`config.mk`:
```
export PLATFORM = sky130hd
export DESIGN_NAME = cache_stats_collector_flat
export DESIGN_NICKNAME = d
export VERILOG_FILES = /design/src/rtl/cache_stats_collector_pkg.sv /design/src/rtl/cache_stats_collector_if.sv /design/src/rtl/cache_stats_collector_stat_counter.sv /design/src/rtl/cache_stats_collector.sv /design/src/flat_wrapper.sv
export SDC_FILE = /design/constraint.sdc
export NUM_CORES = 1
export LEC_CHECK = 0
export BUFFER_PORTS_ARGS = -buffer_cell sky130_fd_sc_hd__buf_2
export CORE_MARGIN = 1
export CORE_UTILIZATION = 35
export CTS_BUF_LIST = sky130_fd_sc_hd__clkbuf_8 sky130_fd_sc_hd__clkbuf_16
export DETAILED_ROUTE_END_ITERATION = 12
export SKIP_LAST_GASP = 1
export SLEW_MARGIN = 30
export SYNTH_ARGS = -nofsm -noshare
export SYNTH_HDL_FRONTEND = slang
export SYNTH_SLANG_ARGS = --single-unit
```
`constraint.sdc`:
```
create_clock -name clock -period 10 [get_ports clock]
set_input_delay 2 -clock clock [delete_from_list [all_inputs] [get_ports clock]]
set_output_delay 2 -clock clock [all_outputs]
set_load 0.02 [all_outputs]
```
`src/rtl/cache_stats_collector_pkg.sv`:
```
// Shared definitions for the L2 cache statistics collector: event channel
// indices, the default counter type and a helper for read-index width.
package cache_stats_pkg;

  // Event channel order as wired from L2Cache.
  localparam int EV_HIT           = 0;
  localparam int EV_MISS          = 1;
  localparam int EV_READ          = 2;
  localparam int EV_WRITE         = 3;
  localparam int NUM_CACHE_EVENTS = 4;

  typedef logic [31:0] stat_count_t;

  // Width of a channel index; never narrower than one bit.
  function automatic int indexWidth(input int n);
    return (n > 1) ? $clog2(n) : 1;
  endfunction

endpackage

```
`src/rtl/cache_stats_collector_if.sv`:
```
// Bundle of event, control and snapshot-read signals for the statistics
// collector.
//
// Read handshake: a request is accepted on a rising clock edge where
// rd_req && rd_ready. The response appears the following cycle with
// rd_data_valid = 1, and rd_data / rd_err / rd_data_valid hold stable until
// a rising edge where rd_data_valid && rd_data_ready, at which point it is
// consumed. rd_ready = !rd_data_valid || rd_data_ready, so a consumer that
// keeps rd_data_ready high sustains one response per cycle.
interface cache_stats_if
  import cache_stats_pkg::*;
#(
  parameter int NUM_EVENTS  = NUM_CACHE_EVENTS,
  parameter int COUNT_WIDTH = 32,
  parameter int IDX_W       = indexWidth(NUM_EVENTS)
);

  logic [NUM_EVENTS-1:0]  event_in;
  logic                   enable;
  logic                   clear;
  logic                   snapshot_req;
  logic                   rd_req;
  logic [IDX_W-1:0]       rd_index;
  logic                   rd_ready;
  logic [COUNT_WIDTH-1:0] rd_data;
  logic                   rd_err;
  logic                   rd_data_valid;
  logic                   rd_data_ready;
  logic [NUM_EVENTS-1:0]  overflow;
  logic                   window_done;

  // Event source / read consumer side.
  modport master (
    output event_in, enable, clear, snapshot_req, rd_req, rd_index, rd_data_ready,
    input  rd_ready, rd_data, rd_err, rd_data_valid, overflow, window_done
  );

  // Collector side.
  modport slave (
    input  event_in, enable, clear, snapshot_req, rd_req, rd_index, rd_data_ready,
    output rd_ready, rd_data, rd_err, rd_data_valid, overflow, window_done
  );

endinterface

```
`src/rtl/cache_stats_collector_stat_counter.sv`:
```
// One live event counter: clear, window reload, saturating or wrapping
// increment and a sticky overflow flag.
module stat_counter #(
  parameter int COUNT_WIDTH = 32,
  parameter bit SATURATE    = 1'b1
) (
  input  logic                   clock,
  input  logic                   reset,
  input  logic                   clear,
  input  logic                   reload,
  input  logic                   inc,
  output logic [COUNT_WIDTH-1:0] count,
  output logic                   overflow
);

  logic atMax;

  assign atMax = (count == '1);

  // Clear dominates everything; a window reload starts the new window with
  // this cycle's event; otherwise count up, holding or wrapping at all-ones.
  always_ff @(posedge clock) begin
    if (reset || clear) begin
      count    <= '0;
      overflow <= 1'b0;
    end else if (reload) begin
      count    <= COUNT_WIDTH'(inc);
      overflow <= 1'b0;
    end else if (inc) begin
      if (atMax) begin
        overflow <= 1'b1;
        if (!SATURATE) begin
          count <= '0;
        end
      end else begin
        count <= count + 1'b1;
      end
    end
  end

endmodule

```
`src/rtl/cache_stats_collector.sv`:
```
// L2 cache event statistics collector: per-channel live counters, optional
// fixed-length sampling windows, a snapshot bank and a valid/ready read port.
module cache_stats_collector
  import cache_stats_pkg::*;
#(
  parameter int NUM_EVENTS    = NUM_CACHE_EVENTS,
  parameter int COUNT_WIDTH   = $bits(stat_count_t),
  parameter bit SATURATE      = 1'b1,
  parameter int WINDOW_CYCLES = 0,
  parameter int IDX_W         = indexWidth(NUM_EVENTS)
) (
  input logic          clock,
  input logic          reset,
  cache_stats_if.slave bus
);

  logic [COUNT_WIDTH-1:0] liveCount [NUM_EVENTS];
  logic [COUNT_WIDTH-1:0] snapBank  [NUM_EVENTS];
  logic [NUM_EVENTS-1:0]  overflowBits;

  logic windowEnd;
  logic windowBoundary;
  logic takeSnapshot;
  logic windowDone;

  logic                   rdReady;
  logic                   rdAccept;
  logic                   indexBad;
  logic [COUNT_WIDTH-1:0] rdMux;
  logic                   rdValid;
  logic                   rdErr;
  logic [COUNT_WIDTH-1:0] rdData;

  // A clear in the boundary cycle cancels the automatic snapshot and pulse.
  assign windowBoundary = windowEnd && !bus.clear;
  // An explicit request and a boundary in the same cycle are one snapshot.
  assign takeSnapshot   = bus.snapshot_req || windowBoundary;

  genvar gi;
  generate
    for (gi = 0; gi < NUM_EVENTS; gi++) begin : gChannel
      stat_counter #(
        .COUNT_WIDTH (COUNT_WIDTH),
        .SATURATE    (SATURATE)
      ) uCounter (
        .clock    (clock),
        .reset    (reset),
        .clear    (bus.clear),
        .reload   (windowBoundary),
        .inc      (bus.enable && bus.event_in[gi]),
        .count    (liveCount[gi]),
        .overflow (overflowBits[gi])
      );
    end
  endgenerate

  generate
    if (WINDOW_CYCLES > 0) begin : gWindow
      localparam int TIMER_W = (WINDOW_CYCLES > 1) ? $clog2(WINDOW_CYCLES) : 1;

      logic [TIMER_W-1:0] windowTimer;

      assign windowEnd = (windowTimer == TIMER_W'(WINDOW_CYCLES - 1));

      // Window timer runs every cycle, independent of enable, and wraps at
      // the terminal count.
      always_ff @(posedge clock) begin
        if (reset || bus.clear) begin
          windowTimer <= '0;
        end else if (windowEnd) begin
          windowTimer <= '0;
        end else begin
          windowTimer <= windowTimer + 1'b1;
        end
      end
    end else begin : gNoWindow
      assign windowEnd = 1'b0;
    end
  endgenerate

  // One-cycle pulse following each automatic window snapshot.
  always_ff @(posedge clock) begin
    if (reset) begin
      windowDone <= 1'b0;
    end else begin
      windowDone <= windowBoundary;
    end
  end

  // Snapshot bank copies the registered live counts, so the event arriving
  // in the snapshot cycle (and any same-cycle clear) is not reflected.
  always_ff @(posedge clock) begin
    for (int i = 0; i < NUM_EVENTS; i++) begin
      if (reset) begin
        snapBank[i] <= '0;
      end else if (takeSnapshot) begin
        snapBank[i] <= liveCount[i];
      end
    end
  end

  // Snapshot read mux; an index beyond the last channel selects zero.
  always_comb begin
    rdMux = '0;
    for (int i = 0; i < NUM_EVENTS; i++) begin
      if (32'(bus.rd_index) == 32'(i)) begin
        rdMux = snapBank[i];
      end
    end
  end

  assign indexBad = (32'(bus.rd_index) >= 32'(NUM_EVENTS));
  assign rdReady  = !rdValid || bus.rd_data_ready;
  assign rdAccept = bus.rd_req && rdReady;

  // Single-entry response register: load on accept, drop on consume.
  always_ff @(posedge clock) begin
    if (reset) begin
      rdValid <= 1'b0;
      rdData  <= '0;
      rdErr   <= 1'b0;
    end else if (rdAccept) begin
      rdValid <= 1'b1;
      rdData  <= rdMux;
      rdErr   <= indexBad;
    end else if (bus.rd_data_ready) begin
      rdValid <= 1'b0;
    end
  end

  assign bus.rd_ready      = rdReady;
  assign bus.rd_data       = rdData;
  assign bus.rd_err        = rdErr;
  assign bus.rd_data_valid = rdValid;
  assign bus.overflow      = overflowBits;
  assign bus.window_done   = windowDone;

endmodule

```
`src/flat_wrapper.sv`:
```
// flat-port wrapper written by rule: the top's interface ports become plain ports
module cache_stats_collector_flat import cache_stats_pkg::*;
#(
  parameter int NUM_EVENTS    = NUM_CACHE_EVENTS,
  parameter int COUNT_WIDTH   = $bits(stat_count_t),
  parameter bit SATURATE      = 1'b1,
  parameter int WINDOW_CYCLES = 0,
  parameter int IDX_W         = indexWidth(NUM_EVENTS)
)
  (clock, reset, bus_event_in, bus_enable, bus_clear, bus_snapshot_req, bus_rd_req, bus_rd_index, bus_rd_data_ready, bus_rd_ready, bus_rd_data, bus_rd_err, bus_rd_data_valid, bus_overflow, bus_window_done);
  cache_stats_if #(.NUM_EVENTS(NUM_EVENTS), .COUNT_WIDTH(COUNT_WIDTH), .IDX_W(IDX_W)) bus_i ();
  input logic clock;
  input logic reset;
  input wire logic [$bits(bus_i.event_in)-1:0] bus_event_in;
  input wire logic [$bits(bus_i.enable)-1:0] bus_enable;
  input wire logic [$bits(bus_i.clear)-1:0] bus_clear;
  input wire logic [$bits(bus_i.snapshot_req)-1:0] bus_snapshot_req;
  input wire logic [$bits(bus_i.rd_req)-1:0] bus_rd_req;
  input wire logic [$bits(bus_i.rd_index)-1:0] bus_rd_index;
  input wire logic [$bits(bus_i.rd_data_ready)-1:0] bus_rd_data_ready;
  output wire logic [$bits(bus_i.rd_ready)-1:0] bus_rd_ready;
  output wire logic [$bits(bus_i.rd_data)-1:0] bus_rd_data;
  output wire logic [$bits(bus_i.rd_err)-1:0] bus_rd_err;
  output wire logic [$bits(bus_i.rd_data_valid)-1:0] bus_rd_data_valid;
  output wire logic [$bits(bus_i.overflow)-1:0] bus_overflow;
  output wire logic [$bits(bus_i.window_done)-1:0] bus_window_done;
  assign bus_i.event_in = bus_event_in;
  assign bus_i.enable = bus_enable;
  assign bus_i.clear = bus_clear;
  assign bus_i.snapshot_req = bus_snapshot_req;
  assign bus_i.rd_req = bus_rd_req;
  assign bus_i.rd_index = bus_rd_index;
  assign bus_i.rd_data_ready = bus_rd_data_ready;
  assign bus_rd_ready = bus_i.rd_ready;
  assign bus_rd_data = bus_i.rd_data;
  assign bus_rd_err = bus_i.rd_err;
  assign bus_rd_data_valid = bus_i.rd_data_valid;
  assign bus_overflow = bus_i.overflow;
  assign bus_window_done = bus_i.window_done;
  cache_stats_collector #(.NUM_EVENTS(NUM_EVENTS), .COUNT_WIDTH(COUNT_WIDTH), .SATURATE(SATURATE), .WINDOW_CYCLES(WINDOW_CYCLES), .IDX_W(IDX_W)) u_core (.clock(clock), .reset(reset), .bus(bus_i));
endmodule
```
==> impl_metrics.json <==
{
  "rows": 70,
  "fin_worst_skew_ns": 0.0102,
  "hold_path.class": "register to register",
  "crit_path_end_kind": "output port",
  "use_met3": 0.0197,
  "die-area_sq_mm": 0.0387,
  "period_share": 0.444,
  "start_kind": "input pin",
  "grt_use_met2": 0.270,
  "netlist.area_leader.share": 0.290,
  "wl_per_cell_um": 17.6,
  "n_antenna_cell": 0,
  "cts_setup_buffers": 0,
  "drive_above_1_share": 0.128,
  "yosysTopAreaCell": "edfxtp_1",
  "synth_area_per_cell_sq_um": 10.4,
  "grt_antenna_before_repair": 0,
  "die_w_um": 197,
  "clock_path_buffers": 3,
  "netlist_top_cells_count": "dfxtp_1 (165), nand2_1 (139), and2_1 (132)",
  "slew_viol_final": 0,
  "fin_nets": 1310,
  "cp_slowest_stage_delay_ns": 0.17,
  "grt_pass1_wl_um": 50800,
  "status": "finished clean",
  "fp.dieH_um": 197,
  "cts_sinks": 293,
  "rsz0062_at_grt": "no",
  "fmax_ghz": 0.225,
  "numCtsBuffers": 30,
  "powerDensity_mw_per_mm2": 173,
  "dp_hpwl_um": 21500,
  "port_buffers": 50,
  "cts_resized": 0,
  "synth_most_common_cell": "dfxtp_1",
  "htree_num_levels": 1,
  "critPathTopFamily": "buffers and inverters",
  "cts_tree": "done",
  "drc": 0,
  "cts-root-buf": "clkbuf_16",
  "setup_viol": 0,
  "firstDrtPassIters": 5,
  "grt_max_degree": 129,
  "grt.busiest_layer": "met2",
  "fin_total_pwr_w": 0.00259,
  "critPathRequiredTime_ns": 8.00,
  "ir_worst_vdd_v": 0.000134,
  "fillerInstances": 3595,
  "maxSlewHeadroom": 0.352,
  "ys_top_cells_by_area": "edfxtp_1 (29%), dfxtp_1 (25%), and2_1 (6.2%)",
  "hold_viol_final": 0,
  "clock_latency_ns": 0.56,
  "synth-main-ff-cell": "dfxtp_1",
  "critical_path.max_fanout": 4,
  "netlist_area_sq_mm": 0.0133,
  "met1_usage": 0.231,
  "syn_inst": 1277,
  "hold_buffers": 0,
  "path_class": "input pin to output port",
  "grt-ovfl-total": 0,
  "grt_util_all_layers": 0.165,
  "ys_ff_latch": 293,
  "drt_iter0_markers": 648,
  "ios": 53,
  "cp_slowest_cell": "nand2b_1",
  "synthToLayoutAreaGrowth_pct": 12.9,
  "yosysWarnings": 0,
  "wl_um": 32000,
  "grt_pass1_vias": 9188,
  "clkTransAtPathRegs_ns": 0.06,
  "fin_crit_ns": 4.44,
  "viasPerCell": 5.37,
  "fin_setup_tns_ns": 0,
  "start_util": 0.359,
  "worstMarginPinSlew_ns": 0.963,
  "p_leak_nw": 4.96,
  "crit_buf_inv": 2,
  "gp_congestion": 0.809,
  "synth-edff-count": 128,
  "ys_seq_area_frac": 0.539,
  "synth_cell_types": 61,
  "arrival_ns": 2.44,
  "synthArstFlopShare": 0,
  "ant_nets": 0,
  "core-area_sq_mm": 0.0370,
  "max-cap-violations": 0,
  "crit_top_cell": "buf_2",
  "dr_total_vias": 9787,
  "path_cells": "buf_2, nand2b_1, buf_2"
}
[flip-flops by register name, indices dropped and copies added, names as in the netlist]
| name | count |
|---|---|
| u_core.bus.rd_data_valid | 1 |
| u_core.gChannel.uCounter.overflow | 4 |
| u_core.gChannel.uCounter.count | 128 |
| u_core.snapBank | 128 |
| u_core.bus.rd_data | 32 |
[layer usage]
layer  share of wire  routed length (um)
met1            0.48               15300
met2            0.46               14900
met3           0.042                1350
met4           0.016                 510
met5               0                   0
[kinds of logic after synthesis]
family,share of synthesized area
adders and majority gates,0.00377
DFF,0.539
other,0.000283
buffers and inverters,0.0298
muxes,0.0611
AOI/OAI and AO/OA,0.109
xor gates and xnor gates,0.0112
and+or+nand+nor,0.246
[final timing paths]
kind,slack [ns],start,end,depth (start not counted)
worst max-delay path,5.56,bus_rd_data_ready,bus_rd_ready,3
worst min-delay path,0.45,u_core.bus.rd_data[12]$_SDFFE_PP0P_,u_core.bus.rd_data[12]$_SDFFE_PP0P_,2
worst max register to register,7.28,u_core.gChannel[0].uCounter.count[0]$_SDFFE_PP0P_,u_core.gChannel[0].uCounter.count[16]$_SDFFE_PP0P_,6
worst min register to register,0.45,u_core.bus.rd_data[12]$_SDFFE_PP0P_,u_core.bus.rd_data[12]$_SDFFE_PP0P_,2
[power breakdown]
| group | leakage [nW] | switching (W) | total, W | internal (W) |
|---|---|---|---|---|
| clock | 0.523 | 0.000476 | 0.00119 | 0.000710 |
| sequential | 2.74 | 0.0000148 | 0.00129 | 0.00128 |
| combinational | 1.70 | 0.0000739 | 0.000110 | 0.0000358 |
[worst reg2reg max path, stage by stage, from the launching register on]
cell     delay [ns]
dfxtp_1        0.47
ha_1           0.29
nand3_1        0.15
nor3_1         0.57
o21ai_1        0.46
or4_1          0.58
a21oi_1        0.15
[per-stage QoR]
step	utilization	area, sq um	setup slack (ns)	hold WS (ns)	std cells
3_5_place_dp	0.376	13900	5.43	0.443	1764
5_1_grt	0.405	15000	5.54	0.469	1821
3_3_place_gp	0.376	13900	5.48	0.440	1764
6_report	0.405	15000	5.56	0.449	1821
4_1_cts	0.404	14900	5.56	0.454	1820
2_1_floorplan	-	13300	5.49	0.438	1278
[final cells by class]
class                   count  area (sq um)  share of cell area
clock buffers              34           817              0.0545
clock inverters            22           234              0.0156
inverters                  14          52.6             0.00351
multi-input cells         894          5750               0.384
flip-flops and latches    293          7150               0.477
well taps                 504           631              0.0421
repair buffers             60           348              0.0232
[cell usage in the layout (no fill, tap or decap), types with 19 or more instances in the layout]
master       n
a21oi_1    114
and2_1     132
buf_2       49
clkbuf_16   31
dfxtp_1    165
edfxtp_1   128
inv_1       19
mux4_2      32
nand2_1    139
nand3_1     47
nand4_1     47
nor2_1      42
o21ai_0     57
o31ai_1     28
or3_1       59
or4_1       35
Power figures use the tool's default switching activity.
